<file path="src/rtl/framebuffer_arbiter.sv">
// framebuffer_arbiter: shares a single-port 320x240 frame buffer between display line fetch (priority) and pixel writes
// Ports:
//    vgaClk, reset                    clock, synchronous active-high reset
//    frameStart, lineStart, pixelPop  VGA timing strobes and pixel consume
//    pixelData, pixelValid, underflow show-ahead FIFO head, non-empty flag, sticky pop-on-empty
//    wrReq, wrAddr, wrData, wrGrant   writer request held until granted
//    ramAddr, ramWe, ramWData         RAM command, read data returns one cycle later on ramRData
module framebuffer_arbiter #(
   parameter int H_SRC = 320,
   parameter int V_SRC = 240,
   parameter int ADDR_W = 17,
   parameter int DATA_W = 8,
   parameter int FIFO_DEPTH = 4
)(
   input  logic              vgaClk,
   input  logic              reset,
   input  logic              frameStart,
   input  logic              lineStart,
   input  logic              pixelPop,
   output logic [DATA_W-1:0] pixelData,
   output logic              pixelValid,
   output logic              underflow,
   input  logic              wrReq,
   input  logic [ADDR_W-1:0] wrAddr,
   input  logic [DATA_W-1:0] wrData,
   output logic              wrGrant,
   output logic [ADDR_W-1:0] ramAddr,
   output logic              ramWe,
   output logic [DATA_W-1:0] ramWData,
   input  logic [DATA_W-1:0] ramRData
);
   localparam int CNT_W = $clog2(H_SRC + 1);
   localparam int LC_W = $clog2(2 * V_SRC);
   localparam int PW = $clog2(FIFO_DEPTH);
   localparam logic [CNT_W-1:0] H_END = CNT_W'(H_SRC);
   localparam logic [LC_W-1:0] LC_MAX = LC_W'(2 * V_SRC - 1);
   localparam logic [ADDR_W-1:0] H_STEP = ADDR_W'(H_SRC);
   localparam logic [ADDR_W-1:0] N_WORDS = ADDR_W'(H_SRC * V_SRC);
   localparam logic [PW:0] DEPTH = (PW + 1)'(FIFO_DEPTH);
   logic [CNT_W-1:0] fetchCnt;
   logic [LC_W-1:0] lineCount, nextCount;
   logic [ADDR_W-1:0] lineBase, nextBase, rdAddr, lastAddr;
   logic firstLine, inFlight, rdGo, flush, push, pop;
   logic [PW-1:0] rdPtr, wrPtr;
   logic [PW:0] fifoCount;
   logic [DATA_W-1:0] fifoMem [FIFO_DEPTH];
   always_comb begin
      // in-flight read reserves a FIFO slot so a returning pixel always fits
      rdGo = !reset && fetchCnt < H_END && fifoCount + {{PW{1'b0}}, inFlight} < DEPTH;
      wrGrant = !reset && !rdGo && wrReq;
      ramWe = wrGrant && wrAddr < N_WORDS;
      ramAddr = rdGo ? rdAddr : wrGrant ? wrAddr : lastAddr;
      ramWData = wrData;
      flush = frameStart || lineStart;
      push = inFlight && !flush;
      pop = pixelPop && fifoCount != '0 && !flush;
      nextCount = lineCount == LC_MAX ? lineCount : lineCount + LC_W'(1);
      // each source line is shown twice: advance only on even displayed lines
      nextBase = (firstLine || frameStart) ? '0 : nextCount[0] ? lineBase : lineBase + H_STEP;
      pixelValid = fifoCount != '0;
      pixelData = fifoMem[rdPtr];
   end
   always_ff @(posedge vgaClk)
      if (push) fifoMem[wrPtr] <= ramRData;
   always_ff @(posedge vgaClk)
      if (reset) begin
         fetchCnt <= H_END;
         lineCount <= '0;
         lineBase <= '0;
         rdAddr <= '0;
         lastAddr <= '0;
         firstLine <= 1'b1;
         inFlight <= 1'b0;
         rdPtr <= '0;
         wrPtr <= '0;
         fifoCount <= '0;
         underflow <= 1'b0;
      end else begin
         lastAddr <= ramAddr;
         inFlight <= rdGo && !flush;
         if (rdGo) begin
            rdAddr <= rdAddr + ADDR_W'(1);
            fetchCnt <= fetchCnt + CNT_W'(1);
         end
         if (push) wrPtr <= wrPtr + PW'(1);
         if (pop) rdPtr <= rdPtr + PW'(1);
         fifoCount <= fifoCount + {{PW{1'b0}}, push} - {{PW{1'b0}}, pop};
         if (pixelPop && fifoCount == '0 && !flush) underflow <= 1'b1;
         if (frameStart) begin
            firstLine <= 1'b1;
            underflow <= 1'b0;
            fetchCnt <= H_END;
         end
         // a coincident frameStart makes this the first line of the new frame
         if (lineStart) begin
            firstLine <= 1'b0;
            lineCount <= (firstLine || frameStart) ? '0 : nextCount;
            lineBase <= nextBase;
            rdAddr <= nextBase;
            fetchCnt <= '0;
         end
         if (flush) begin
            fifoCount <= '0;
            rdPtr <= '0;
            wrPtr <= '0;
         end
      end
endmodule

</file>
<file path="config.mk">
export PLATFORM = sky130hd
export DESIGN_NAME = framebuffer_arbiter
export DESIGN_NICKNAME = d
export VERILOG_FILES = /design/src/rtl/framebuffer_arbiter.sv
export SDC_FILE = /design/constraint.sdc
export NUM_CORES = 1
export LEC_CHECK = 0
export ABC_AREA = 1
export BUFFER_PORTS_ARGS = -buffer_cell sky130_fd_sc_hd__buf_4
export CORE_MARGIN = 3
export CORE_UTILIZATION = 25
export DETAILED_ROUTE_END_ITERATION = 8
export MAX_ROUTING_LAYER = met4
export PLACE_DENSITY = 0.44
export SETUP_SLACK_MARGIN = 0.15
export SLEW_MARGIN = 5
export SYNTH_ARGS = -nofsm -noshare
export SYNTH_HDL_FRONTEND = slang
export SYNTH_SLANG_ARGS = --single-unit
</file>
<file path="constraint.sdc">
create_clock -name vgaClk -period 2.7 [get_ports vgaClk]
set_input_delay 0.54 -clock vgaClk [delete_from_list [all_inputs] [get_ports vgaClk]]
set_output_delay 0.54 -clock vgaClk [all_outputs]
set_load 0.05 [all_outputs]
</file>
Word-level counts from Yosys, hierarchy flattened
Memories as Yosys holds them, arrays and structs flattened. A register that Yosys moved wholly into a read port is not among the register bits.
Cells that the tools add are included.
{"block": "classes", "addsub": 9, "n_lt_le_gt_ge": 3, "eq_ne": 2, "muxes": 17, "n_reduce_logical": 25}
{"operator": "$mux 17", "n": 6}
{"operator": "$mux 9", "n": 5}
{"operator": "$add 9x1->9 const B", "n": 2}
{"operator": "$add 17x1->17 const B", "n": 1}
{"operator": "$add 17x9->17 const B", "n": 1}
{"operator": "$lt 17x17->1 const B", "n": 1}
{"operator": "$logic_and 1x1->1", "n": 11}
{"operator": "$eq 9x9->1 const B", "n": 1}
{"operator": "$lt 9x9->1 const B", "n": 1}
{"operator": "$add 3x1->3", "n": 2}
{"operator": "$reduce_bool 3->1", "n": 2}
{"operator": "$add 2x1->2 const B", "n": 2}
{"operator": "$mux 1", "n": 4}
{"operator": "$mux 2", "n": 2}
{"operator": "$reduce_bool 2->1", "n": 2}
{"operator": "$reduce_or 2->1", "n": 2}
{"operator": "$logic_not 1->1", "n": 3}
{"operator": "$logic_not 3->1", "n": 1}
{"operator": "$lt 3x3->1 const B", "n": 1}
{"operator": "$reduce_or 3->1", "n": 1}
{"operator": "$sub 3x1->3", "n": 1}
{"operator": "$logic_or 1x1->1", "n": 2}
{"operator": "$ne 2x1->1 const B", "n": 1}
{"operator": "$reduce_and 2->1", "n": 1}
{"block": "totals", "regBits": 79, "ram_bits": 32, "inputBits": 39, "output_inout_bits": 37, "wordCells": 70, "memories": 1}
{"memory": "fifoMem", "words": 4, "word_bits": 8, "rd": 1, "rd_ports_with_merged_regs": 1, "wr": 1, "line": "46", "text": "logic [DATA_W-1:0] fifoMem [FIFO_DEPTH];"}

Depth between registers and ports, before layout
Gate-level depths: netlist of the first run.
{"block": "logic_depth", "depth_word": 8, "depth_mapped": 12, "depth_no_buf": 12}

Least setup slack after synthesis of the first run
OpenSTA, ideal clock, no wires.
{"block": "synth_path", "path_kind": "input port to output port", "startpoint": "input port reset", "endpoint": "output port ramWe", "arrival_time_ns": 3.007, "setup_slack_ns": -0.847, "path_stages": 7, "path_buffers": 1, "cell_sequence": "buf_2 -> inv_4 -> nand2_1 -> nor2_4 -> nor2_1 -> nand2_1 -> o31ai_1"}
{"block": "synth_between", "elab_chain_len": 7}
{"item": "start, declared", "line": "16", "text": "input logic reset,"}
{"item": "$logic_not 1->1 (*)", "line": "49, 50"}
{"item": "$logic_and 1x1->1 (2 in a row)", "line": "49", "text": "rdGo = !reset && fetchCnt < H_END && fifoCount + {{PW{1'b0}}, inFlight} < DEPTH;"}
{"item": "$logic_not 1->1", "line": "50", "text": "wrGrant = !reset && !rdGo && wrReq;"}
{"item": "$logic_and 1x1->1 (*) (2 in a row)", "line": "50"}
{"item": "net wrGrant", "line": "26", "text": "output logic wrGrant,"}
{"item": "$logic_and 1x1->1 (*)", "line": "51", "text": "ramWe = wrGrant && wrAddr < N_WORDS;"}
{"item": "end, declared", "line": "28", "text": "output logic ramWe,"}
The timed path passes the listed nets; every way through them passes the cells marked *.

Worst setup path after layout of the first run
{"block": "layout_path", "startpoint": "register fifoCount[1]", "endpoint": "output port ramAddr[16]"}
{"block": "layout_between", "elab_chain_len": 8}
{"item": "start, declared", "line": "45", "text": "logic [PW:0] fifoCount;"}
{"item": "start signal, assigned", "line": "87", "text": "fifoCount <= fifoCount + {{PW{1'b0}}, push} - {{PW{1'b0}}, pop};"}
{"item": "$add 3x1->3 (*)", "line": "49"}
{"item": "$lt 3x3->1 (*)", "line": "49"}
{"item": "$logic_and 1x1->1 (*)", "line": "49"}
{"item": "$logic_not 1->1", "line": "50"}
{"item": "$logic_and 1x1->1 (2 in a row)", "line": "50"}
{"item": "$mux 17", "line": "52", "text": "ramAddr = rdGo ? rdAddr : wrGrant ? wrAddr : lastAddr;"}
{"item": "$mux 17 (*)", "line": "52"}
{"item": "end, declared", "line": "27", "text": "output logic [ADDR_W-1:0] ramAddr,"}
Mark *: on every way between the ends. The rest lies on a longest branch, timed or not.

==> results.yml, run 1 <==
yosys:
  netlist_instances: 741
  synth-async-reset-ratio_pct: 0
  syn-num-nets: 791
  synth_edf_count: 32
  synth_area_mm2: 0.00558
  seq_area_frac_synth_pct: 46.3
  avgSynthCellArea_um2: 7.53
  synth_seq_cells: 113
  ys.warnings.count: 0
  synthDistinctLibCells: 41
  ys.flop_type: "dfxtp_1"
setup_path:
  slowest_stage: "dfxtp_4"
  crit_type: "reg2out"
  crit-reg2reg-launch: "fifoCount[1]$_SDFF_PP0_"
  cp-start-kind: "flip-flop"
  crit_end: "ramAddr[16]"
  rr_endpoint: "fifoCount[2]$_SDFF_PP0_"
  reg2reg_slack_ns: 0.61
  worst-endpoint-required_ns: 2.16
  crit_chain: "nand3_1 -> nand2_1 -> nand2_1 -> nor2_4 -> buf_12 -> nor2_4 -> nand2_2 -> o211ai_1 -> nand2_1 -> buf_6"
  worstPathArrival_ns: 1.86
  worst_path_largest_cell_delay_ns: 0.36
  cp_max_fo: 8
  cpLargestDelayFamily: "simple AND/OR/NAND/NOR gates"
  crit_cells: 10
  end_kind: "primary output"
  ff2ff_path_depth: 10
  setup.worst_path.start: "fifoCount[1]$_SDFF_PP0_"
  crit_top_cell: "nand2_1"
  cp_num_buf_inv: 2
cts:
  hold_buffers: 0
  clk_latency_ns: 0.41
  cts_tree: "done"
  clkTransAtPathRegs_ns: 0.05
  htreeDepth: 4
  clock_path_buffers: 2
  cts_buffers: 17
  clock-sinks: 113
  root_buffer: "clkbuf_16"
grt:
  track_usage_pct: 12.7
  grt_antenna_before_repair: 0
  grt_max_degree: 41
  grt_pass1_wl_um: 23900
  grt-ovfl-total: 0
  grt_pass1_vias: 4557
floorplanning:
  dieArea_mm2: 0.0242
  die_w_um: 155
  dieHeight_um: 155
  start_util_pct: 25.5
  design.core.area_mm2: 0.0219
  num_io_pins: 76
  num_rows: 54
timing:
  finalHoldViolCount: 0
  max_slew_margin_pct: 62.7
  tns_ns: 0
  fmax_mhz: 418
  setup_violations: 0
  finalCritPeriodShare_pct: 88.7
  finalClockSkew_ns: 0.00742
  period_minus_slack_ns: 2.40
  finalMaxSlewViolations: 0
  rsz0062_at_grt: "false"
  worst_slack_ns: 0.305
  worstMarginPinSlew_ns: 0.559
cells_and_area:
  area_delta_synth_final_pct: 25.5
  mostFrequentLayoutCells: "nand2_1, inv_1, buf_4"
  fin_nets: 860
  final_area_mm2: 0.00700
  layout_commonest_cell: "nand2_1"
  antenna_cells: 0
  fillers: 2384
  fin_util_pct: 32.0
  drive_above_1_share_pct: 18.0
  fin_cells: 1102
routing:
  wl_met2_um: 6260
  wl_per_cell_um: 13.5
  top_layer: "met4"
  vias: 4889
  wl_met1_um: 7830
  first_pass_iters: 5
  wl_um: 14800
  ant_nets: 0
  drt_iter0_markers: 314
  vias_per_cell: 4.44
  remaining_drc_errors: 0
  wl_met3_um: 561
placement:
  place_congestion: 0.777
  dp_worst_setup_slack_ns: 0.242
  dp_cells: 1063
  hpwl_um: 10100
  place_area_mm2: 0.00633
  port-buffer-count: 59
run_status:
  outcome: "completed"
job:
  maxCapViolCount: 0
worst_hold_path:
  hold_class: "in2reg"
pwr:
  powerDensity_mw_per_mm2: 634
  ir_worst_vdd_uv: 281
  power.leakage_nw: 2.87
-- stage by stage --
stage          power [mW]  hold WS [ns]
2_1_floorplan        2.20         0.416
3_3_place_gp         2.34         0.435
3_5_place_dp         2.34         0.435
4_1_cts              4.48         0.303
5_1_grt              4.64         0.314
6_report             4.44         0.328
-- flip-flops by register name, indices dropped and copies added, names as in the netlist, 2 cells and up, named ones only --
| signal | cells |
|---|---|
| lastAddr | 17 |
| rdPtr | 2 |
| lineBase | 17 |
| fifoMem | 32 |
| fetchCnt | 9 |
| wrPtr | 2 |
| lineCount | 9 |
| rdAddr | 17 |
| fifoCount | 3 |
-- cells in the mapped netlist, types with 2 or more instances --
cell type  count  area (um2)
a21oi_1       43         215
a21oi_2        2        17.5
a31oi_1        4        25.0
buf_2          9        45.0
buf_4         11        82.6
clkbuf_1      10        37.5
dfxtp_1       81        1620
edfxtp_1      32         961
ha_1          10         125
inv_1         93         349
inv_2          5        18.8
nand2_1      168         631
nand2_2        4        25.0
nand3_1       55         275
nand4_1       13        81.3
nor2_1        75         282
nor2_2         5        31.3
nor2_4         4        45.0
nor3_1        10        50.1
o211ai_1       8        60.1
o21ai_0       59         295
o21ai_1        8        40.0
o21bai_1       3        22.5
o22ai_1        9        56.3
o31ai_1        2        15.0
or2_2          2        12.5
xnor2_1        2        17.5
-- layer usage --
layer / vias to the layer above / GRT usage (%)
li1: 2578 / -
met1: 2208 / 17.5
met2: 89 / 18.3
met3: 14 / 3.20
met4: 0 / 4.21
met5: - / -
-- what timing repair did --
action	in CTS	in global routing
cloned	0	1
pin swaps	0	2
resized for setup	4	18
setup buffers	0	7
setup endpoints to repair	17	14
-- worst min-delay path by stage --
stage,start,endpoint,cells after the start
floorplan,lineBase[2]$_SDFFE_PP0P_,lineBase[2]$_SDFFE_PP0P_,2
global placement,lineBase[0]$_SDFFE_PP0P_,lineBase[0]$_SDFFE_PP0P_,2
global route,ramRData[2],fifoMem[3][2]$_DFFE_PP_,1
CTS,ramRData[2],fifoMem[3][2]$_DFFE_PP_,1
finish,ramRData[2],fifoMem[3][2]$_DFFE_PP_,1
detailed placement,lineBase[0]$_SDFFE_PP0P_,lineBase[0]$_SDFFE_PP0P_,2
-- cells by family after synthesis --
logic type / count (synthesis) / share of synthesized area, %
AND/OR/NAND/NOR: 341 / 26.6
XOR/XNOR: 3 / 0.471
flip-flops: 113 / 46.3
buffers and inverters: 131 / 9.93
AO/OA/AOI/OAI: 142 / 14.1
adder cells (fa/ha/maj): 11 / 2.60
-- layout make-up --
type / count / area, um2 / share of cell area, %
Clock buffer: 17 / 425 / 6.07
Clock inverter: 14 / 135 / 1.93
Inverter: 99 / 379 / 5.41
Multi-Input combinational cell: 497 / 2470 / 35.3
Sequential cell: 113 / 2590 / 37.0
Tap cell: 280 / 350 / 5.00
Timing Repair Buffer: 82 / 653 / 9.33
-- where the power goes --
| part | total, mW | switching (mW) | internal [mW] | leakage, nW |
|---|---|---|---|---|
| Sequential | 1.81 | 0.0257 | 1.78 | 0.948 |
| Combinational | 0.523 | 0.350 | 0.173 | 1.66 |
| Clock | 2.11 | 0.840 | 1.27 | 0.262 |
-- worst reg2reg max path, cell delays in order (launching register included) --
cell	delay, ns
dfxtp_4	0.35
nor3_1	0.38
nor2_1	0.13
ha_1	0.30
inv_1	0.05
ha_1	0.13
inv_1	0.05
fa_1	0.35
inv_1	0.07
o21ai_0	0.08
a21oi_1	0.13
Note: power is estimated with default switching activity, not from simulation.
==> run 2: changes to the inputs <==
Settings changed: PLACE_DENSITY 0.44 to 0.38.
Clock period 2.7 ns to 2.35 ns, I/O delays scaled along.
==> results.yml, run 2 (synthesis gave the netlist of run 1 again) <==
cts:
  cts_tree: "done"
  root_buffer: "clkbuf_16"
  clkTransAtPathRegs_ns: 0.06
  htreeDepth: 4
  clk_latency_ns: 0.42
  clock-sinks: 113
  clock_path_buffers: 2
  cts_buffers: 17
worst_hold_path:
  hold_class: "in2reg"
pwr:
  ir_worst_vdd_uv: 444
  powerDensity_mw_per_mm2: 712
  power.leakage_nw: 3.00
setup_path:
  crit_top_cell: "nand2_2"
  crit_chain: "nand3_2 -> nand2_2 -> nand2_2 -> nor2_4 -> buf_12 -> nor2_4 -> nand2_2 -> o211ai_1 -> nand2_2 -> buf_8"
  slowest_stage: "dfxtp_2"
  worst_path_largest_cell_delay_ns: 0.35
  cp_max_fo: 3
  cp-start-kind: "flip-flop"
  worst-endpoint-required_ns: 1.88
  end_kind: "primary output"
  worstPathArrival_ns: 1.86
  cp_num_buf_inv: 2
  crit_type: "reg2out"
  cpLargestDelayFamily: "simple AND/OR/NAND/NOR gates"
routing:
  vias_per_cell: 4.53
  wl_um: 15400
  wl_per_cell_um: 13.8
  first_pass_iters: 4
  drt_iter0_markers: 326
  remaining_drc_errors: 0
  vias: 5078
  ant_nets: 0
cells_and_area:
  fin_nets: 877
  area_delta_synth_final_pct: 29.1
  regArea_mm2: 0.00260
  largest_register: "fifoMem"
  mostFrequentLayoutCells: "nand2_1, buf_4, inv_1"
  layout_commonest_cell: "nand2_1"
  largest_reg_flops: 32
  multi_input_area_mm2: 0.00251
  fin_util_pct: 32.9
  fillers: 2316
  drive_above_1_share_pct: 21.3
  antenna_cells: 0
job:
  maxCapViolCount: 0
floorplanning:
  num_io_pins: 76
  num_rows: 54
  design.core.area_mm2: 0.0219
  dieHeight_um: 155
  dieArea_mm2: 0.0242
  start_util_pct: 25.5
  die_w_um: 155
timing:
  worst_slack_ns: 0.0155
  setup_violations: 0
  rsz0062_at_grt: "true"
  period_minus_slack_ns: 2.33
  worstMarginPinSlew_ns: 0.496
  max_slew_margin_pct: 66.9
  finalHoldViolCount: 0
  finalMaxSlewViolations: 0
  fmax_mhz: 428
  finalCritPeriodShare_pct: 99.3
  finalClockSkew_ns: 0.0124
grt:
  grt_max_degree: 41
  grt_antenna_before_repair: 0
  grt_pass1_vias: 4763
  grt_pass1_wl_um: 24800
  grt-ovfl-total: 0
  track_usage_pct: 13.3
placement:
  hpwl_um: 10600
  dp_worst_setup_slack_ns: 0.0570
  place_congestion: 0.777
  port-buffer-count: 59
run_status:
  outcome: "completed"
[run 2: cell types whose count changed in the layout (fill, tap and decap cells not counted), moves of 3 or more]
cell | previous run | this run
dfxtp_1 | 77 | 74
nand2_1 | 166 | 161
buf_8 | 0 | 3
clkinv_2 | 1 | 4
inv_1 | 93 | 90
nand2_4 | 1 | 4
buf_4 | 78 | 91
[run 2: layout make-up]
| class | count | area share (%) |
|---|---|---|
| Sequential cell | 113 | 36.0 |
| Multi-Input combinational cell | 497 | 34.8 |
| Timing Repair Buffer | 99 | 11.1 |
| Clock buffer | 17 | 5.91 |
| Inverter | 99 | 5.38 |
| Tap cell | 280 | 4.86 |
| Clock inverter | 15 | 1.88 |
[run 2: timing repair]
item,CTS,global route
setup endpoints to repair,19,23
endpoints found under the hold margin,0,0
gates resized for setup,22,17
cloned,0,0
hold buffers,0,0
pin swaps,7,7
buffers inserted,11,8
[run 2: per-stage QoR]
step	setup TNS [ns]	hold WS (ns)	instances	instance area [um2]	power [mW]
after floorplan	0	0.416	741	5630	2.53
after global placement	0	0.434	1069	6400	2.69
after detailed placement	0	0.439	1069	6400	2.70
after CTS	0	0.235	1112	7090	5.21
after global routing	-0.479	0.238	1120	7200	5.35
final	0	0.254	1120	7200	5.13
[run 2: where the power goes]
part | switching, mW | internal, mW | leakage, nW
sequential | 0.0283 | 2.04 | 0.949
combinational | 0.407 | 0.210 | 1.77
clock | 0.978 | 1.46 | 0.274
total | 1.41 | 3.71 | 3.00
[run 2: final timing paths]
kind / from / endpoint / slack (ns) / cells after the start
hold / removal: ramRData[0] / fifoMem[3][0]$_DFFE_PP_ / 0.25 / 1
setup / recovery: fifoCount[0]$_SDFF_PP0_ / ramAddr[15] / 0.02 / 10
setup reg to reg: fifoCount[1]$_SDFF_PP0_ / fifoCount[2]$_SDFF_PP0_ / 0.07 / 12
hold reg to reg: lineBase[0]$_SDFFE_PP0P_ / lineBase[0]$_SDFFE_PP0P_ / 0.45 / 2
[run 2: layer usage]
layer / global-route usage [%] / vias up / wire length [um]
met3: 3.23 / 13 / 827
li1: - / 2610 / -
met1: 18.8 / 2331 / 7850
met2: 19.0 / 124 / 6570
met4: 3.71 / 0 / 163
met5: - / - / 0
